**config.mk**
```make
export PLATFORM = sky130hd
export DESIGN_NAME = cond_flag_unit
export DESIGN_NICKNAME = d
export VERILOG_FILES = /design/src/rtl/cpu_pkg.sv /design/src/rtl/cond_eval.sv /design/src/rtl/cond_flag_unit.sv
export SDC_FILE = /design/constraint.sdc
export NUM_CORES = 1
export LEC_CHECK = 0
export ABC_AREA = 1
export BUFFER_PORTS_ARGS = -buffer_cell sky130_fd_sc_hd__clkbuf_2
export CORE_ASPECT_RATIO = 1.4
export CORE_MARGIN = 3
export CORE_UTILIZATION = 35
export CTS_CLUSTER_SIZE = 25
export DETAILED_ROUTE_END_ITERATION = 7
export PLACE_DENSITY_LB_ADDON = 0.3
export SYNTH_ARGS = -nofsm -noshare
export SYNTH_HDL_FRONTEND = slang
export SYNTH_SLANG_ARGS = --single-unit
```
**constraint.sdc**
```tcl
create_clock -name clk -period 1.52 [get_ports clk]
set_clock_uncertainty 0.05 [all_clocks]
set_input_delay 0.076 -clock clk [delete_from_list [all_inputs] [get_ports clk]]
set_output_delay 0.076 -clock clk [all_outputs]
set_load 0.01 [all_outputs]
```
**src/rtl/cpu_pkg.sv**
```systemverilog
// Shared CPU definitions: condition codes and NZCVQ flag bit positions.
// Imported by Execute-stage units and by branch prediction checks.
package cpu_pkg;

  localparam logic [3:0] COND_EQ = 4'h0;
  localparam logic [3:0] COND_NE = 4'h1;
  localparam logic [3:0] COND_CS = 4'h2;
  localparam logic [3:0] COND_CC = 4'h3;
  localparam logic [3:0] COND_MI = 4'h4;
  localparam logic [3:0] COND_PL = 4'h5;
  localparam logic [3:0] COND_VS = 4'h6;
  localparam logic [3:0] COND_VC = 4'h7;
  localparam logic [3:0] COND_HI = 4'h8;
  localparam logic [3:0] COND_LS = 4'h9;
  localparam logic [3:0] COND_GE = 4'hA;
  localparam logic [3:0] COND_LT = 4'hB;
  localparam logic [3:0] COND_GT = 4'hC;
  localparam logic [3:0] COND_LE = 4'hD;
  localparam logic [3:0] COND_AL = 4'hE;

  localparam int FLAG_N = 4;
  localparam int FLAG_Z = 3;
  localparam int FLAG_C = 2;
  localparam int FLAG_V = 1;
  localparam int FLAG_Q = 0;

endpackage

```
**src/rtl/cond_eval.sv**
```systemverilog
// Combinational condition-code evaluator over the N,Z,C,V flags.
// Encoding 4'hF behaves like AL (always passes).
module cond_eval
  import cpu_pkg::*;
(
  input  logic [3:0] cond,
  input  logic [4:1] flags,
  output logic       pass
);

  logic n, z, c, v;

  assign n = flags[FLAG_N];
  assign z = flags[FLAG_Z];
  assign c = flags[FLAG_C];
  assign v = flags[FLAG_V];

  always_comb begin
    pass = 1'b1;
    unique case (cond)
      COND_EQ: pass = z;
      COND_NE: pass = ~z;
      COND_CS: pass = c;
      COND_CC: pass = ~c;
      COND_MI: pass = n;
      COND_PL: pass = ~n;
      COND_VS: pass = v;
      COND_VC: pass = ~v;
      COND_HI: pass = c & ~z;
      COND_LS: pass = ~c | z;
      COND_GE: pass = (n == v);
      COND_LT: pass = (n != v);
      COND_GT: pass = ~z & (n == v);
      COND_LE: pass = z | (n != v);
      default: pass = 1'b1;
    endcase
  end

endmodule

```
**src/rtl/cond_flag_unit.sv**
```systemverilog
// Execute-stage NZCVQ flag register, condition gating of writes/branch,
// sticky saturation flag and saturating executed/skipped counters.
module cond_flag_unit
  import cpu_pkg::*;
#(
  parameter int CNT_WIDTH   = 16,
  parameter int FLAGS_WIDTH = 5
) (
  input  logic                   clk,
  input  logic                   reset,
  input  logic                   valid_e,
  input  logic                   stall_e,
  input  logic                   flush_e,
  input  logic [3:0]             cond_e,
  input  logic [1:0]             flag_write_e,
  input  logic                   q_write_e,
  input  logic                   q_clear,
  input  logic [FLAGS_WIDTH-1:0] alu_flags_e,
  input  logic                   reg_write_e,
  input  logic                   mem_write_e,
  input  logic                   branch_e,
  input  logic                   cnt_clear,
  output logic [FLAGS_WIDTH-1:0] flags,
  output logic                   carry_out,
  output logic                   cond_pass,
  output logic                   reg_write_g,
  output logic                   mem_write_g,
  output logic                   branch_taken,
  output logic [CNT_WIDTH-1:0]   exec_count,
  output logic [CNT_WIDTH-1:0]   skip_count
);

  logic [FLAGS_WIDTH-1:0] flags_q, flags_d;
  logic [CNT_WIDTH-1:0]   exec_q, exec_d;
  logic [CNT_WIDTH-1:0]   skip_q, skip_d;
  logic                   update;
  logic                   live;
  logic                   commit;
  logic                   q_set;

  cond_eval u_cond_eval (
    .cond  (cond_e),
    .flags (flags_q[4:1]),
    .pass  (cond_pass)
  );

  assign update = valid_e & ~stall_e & ~flush_e;
  assign commit = update & cond_pass;
  assign q_set  = commit & q_write_e & alu_flags_e[FLAG_Q];

  // Gated outputs ignore stall; the consumer qualifies them itself.
  assign live         = valid_e & ~flush_e & cond_pass;
  assign reg_write_g  = reg_write_e & live;
  assign mem_write_g  = mem_write_e & live;
  assign branch_taken = branch_e & live;

  always_comb begin
    flags_d = flags_q;
    if (commit && flag_write_e[1]) begin
      flags_d[FLAG_N] = alu_flags_e[FLAG_N];
      flags_d[FLAG_Z] = alu_flags_e[FLAG_Z];
    end
    if (commit && flag_write_e[0]) begin
      flags_d[FLAG_C] = alu_flags_e[FLAG_C];
      flags_d[FLAG_V] = alu_flags_e[FLAG_V];
    end
    // A set in the same cycle as an explicit clear must win.
    if (q_clear) flags_d[FLAG_Q] = 1'b0;
    if (q_set)   flags_d[FLAG_Q] = 1'b1;
  end

  always_comb begin
    exec_d = exec_q;
    skip_d = skip_q;
    if (cnt_clear) begin
      exec_d = '0;
      skip_d = '0;
    end else if (update) begin
      if (cond_pass) begin
        if (!(&exec_q)) exec_d = exec_q + CNT_WIDTH'(1);
      end else begin
        if (!(&skip_q)) skip_d = skip_q + CNT_WIDTH'(1);
      end
    end
  end

  always_ff @(posedge clk) begin
    if (reset) begin
      flags_q <= '0;
      exec_q  <= '0;
      skip_q  <= '0;
    end else begin
      flags_q <= flags_d;
      exec_q  <= exec_d;
      skip_q  <= skip_d;
    end
  end

  assign flags      = flags_q;
  assign carry_out  = flags_q[FLAG_C];
  assign exec_count = exec_q;
  assign skip_count = skip_q;

endmodule

```
==> metrics <==
row cnt 35; worst hold start cnt_clear; register area share after synthesis 30.1%; CTS Root Cell clkbuf_8; input/output buffers 63; Top-Level Pins 64; clock-pin slew on the worst setup and hold paths 0.08 ns; first-pass GRT wire length 12.1 mm; met2 Use GR 33.8%; CP Launch Type register; total gr overflow 0; Ant. Diodes 0; DIE HEIGHT 105 microns; flops & latches, synth 37; Clock Power Share 34.1%; unique cell type count in the Yosys netlist 28; htree depth 2; post-synthesis simple-gate area fraction 42.6%; critical path cell sequence inv_2, nand2_4, nand3_2, nand2_1, nand2_1, nor2_4, nand2_4, buf_6, buf_4, buf_6; GR Layer Usage met3 3.71%; met1 Usage GRT 19.9%; Hold Path Depth 4; TritonCTS clock tree yes; fmax 589 MHz; CP max stage delay 0.37 ns; HPWL Detailed 5.25 mm; Max FO, Critical Path 4; FF-to-FF Start flags[1]; Compound-Gate Fraction of Synth Area 8.70%; slowest CP cell dfxtp_2; pre-CTS WS -0.138 ns; DR DRC count 0; grt peak-use layer met2; Hold Violations, Final 0; Sw Share 28.3%; status finished with violations; Synth Area in XOR/XNOR 8.91%; max-cap viol count 0; Int Power 1.45 mW; Max VDD drop 0.360 mV; layout cells sized above 1 42.2%; post-route ant nets 0; CP arrival 1.57 ns; WL/cell 12.4 microns; initial antenna violation count 0; post-synthesis adder-cell area fraction 1.02%; fin. max-slew vios 0; Clock Sinks 37; Req. time, crit path 1.39 ns; Critical Path End Type output port; setup ws final -0.178 ns; CTS Buffer Depth 2; Yosys Warn Count 0; Seq pwr share 48.1%; All-Layer GR Usage 18.2%; vias in the first global route 2,737; Die ar. 0.00808 sq mm; final wirelength 7.27 mm; 1st-pass router iterations 4; unrepaired setup endpoints after global routing yes; synthesized instance count 367; Clock Latency Late Sink 0.29 ns; reg2reg setup slack -0.15 ns; Final Cycle Share 112%; Placer Congestion 0.906; Leak Pwr 1.55 nW; drt initial violations 123; Logic pwr share 17.8%; routed via count 2,801; synthesized area 0.00246 sq mm; final-stage net count 516; HP Class in2reg; Setup Viol. Count Final 38; largest net degree at the start of global routing 24; failing checks setup timing; largest family of logic cells by synthesized area simple AND/OR/NAND/NOR gates; R2R cell count 12; total CTS buffers 5; P_sw 571 uW; multiplexer area fraction after synthesis 0%; synthesized area per cell 6.70 sq um; worst hold endpoint skip_count[1]; number of vias per cell 4.79; Die W 76.8 microns; critical path type reg2out; Tightest Pin Transition 0.378 ns; Hold Slack 0.0299 ns; slew margin rel. 74.8%; fin crit period 1.70 ns; Core Box Area 0.00670 sq mm; power density over the cells 547 mW/mm^2; initial core utilization 36.7%; Synth Net Count 391; Tot Pwr 2.02 mW; RR Endpoint skip_count[14]; layout overhead on the synthesized area 50.5%
[per-layer routing]
metal,wire length [microns],vias up,part of all wire [%]
met4,63,0,0.87
met2,3890,59,54
met3,289,4,4.0
met1,3030,1298,42
li1,-,1440,-
met5,0,-,0
[flip-flops by register name, summed over array words and instances (netlist names)]
signal      flops
exec_count     16
flags           5
skip_count     16
[placed cells by master, fill, tap and decap left out, types with 2 or more instances in the layout]
cell and count:
ha_4 2, inv_2 5, a21oi_1 23, buf_2 3
nand3_4 4, buf_4 49, dlygate4sd3_1 8, clkbuf_8 5
nor3_2 3, buf_6 3, nor2_4 3, a21oi_2 11
dfxtp_1 23, nand2_4 3, xor2_1 17, dfxtp_4 4
inv_1 26, xnor2_1 8, nand4_1 21, clkbuf_2 59
dfxtp_2 10, buf_12 7, nor3_1 6, nor2_1 42
nor2_2 6, nand2_1 91, clkinv_2 2, nand3_1 18
nand3_2 3, nand2_2 21
[area by class of cell]
cell class	instances	area [sq um]
sequential	37	768
fill	651	3000
multi-input combinational	286	1650
tap	92	115
clock inverter	3	17.5
inverter	32	120
clock buffer	5	68.8
timing repair buffer	130	957
[worst max path at each step]
stage	start	endpoint	slack, ns	depth (start not counted)
global route	flags[2]	mem_write_g	-0.27	12
detailed placement	flags[1]	skip_count[6]	-0.14	10
floorplan	exec_count[1]	exec_count[6]	-0.001	9
finish	flags[1]	cond_pass	-0.18	10
global placement	skip_count[0]	skip_count[1]	-0.07	8
CTS	flags[3]	branch_taken	-0.18	12
[kinds of logic (layout without fill, tap and decap cells)]
family,count (synthesis),after routing
AOI/OAI and AO/OA,36,36
and+or+nand+nor,222,223
xor gates and xnor gates,25,25
DFF,37,37
adders and majority gates,2,2
buffers and inverters,45,170
[stage by stage]
stage	util, %	area [sq um]	TNS, ns	std cells
detailed placement	49.4	3310	-3.37	560
global placement	49.4	3310	-1.99	560
finish	55.2	3700	-3.60	585
CTS	53.4	3580	-5.35	581
global route	55.2	3700	-7.78	585
floorplan	-	2550	-0.00128	367
[worst max-delay path: cells and delay by family, from the launching register on]
family / cells / cell delay (ns)
buffers and inverters: 4 / 0.42
DFF: 1 / 0.37
and+or+nand+nor: 6 / 0.49
[Yosys cell counts]
master      n  area (sq um)
a21oi_1    25           125
a21oi_2     9          78.8
buf_12      1          20.0
buf_2       4          20.0
buf_4       2          15.0
buf_6       2          22.5
clkbuf_1    4          15.0
clkinv_1    1          3.75
dfxtp_1    37           741
ha_1        2          25.0
inv_1      30           113
inv_2       1          3.75
nand2_1   103           387
nand2_2    11          68.8
nand2_4     1          11.3
nand3_1    22           110
nand3_4     2          35.0
nand4_1    21           131
nand4_2     1          12.5
nor2_1     45           169
nor2_2      4          25.0
nor2_4      2          22.5
nor2_8      1          20.0
nor3_1      7          35.0
nor3_2      2          20.0
o21ai_0     2          10.0
xnor2_1     8          70.1
xor2_1     17           149
[timing repair]
item | 4_1_cts | 5_1_grt
pin swaps | 9 | 8
hold buffers | 8 | 0
resized for setup | 15 | 20
cloned | 1 | 1
setup endpoints to repair | 38 | 40
setup buffers | 4 | 3
endpoints found under the hold margin | 5 | 0
[power groups by stage]
stage / combinational [mW] / clock (mW) / sequential [mW]
after floorplan: 0.158 / 0 / 0.997
after global placement: 0.259 / 0 / 0.994
final: 0.361 / 0.689 / 0.972
after CTS: 0.321 / 0.714 / 0.972
after detailed placement: 0.262 / 0 / 0.994
after global routing: 0.388 / 0.749 / 0.973
Note: power is estimated with default switching activity, not from simulation.
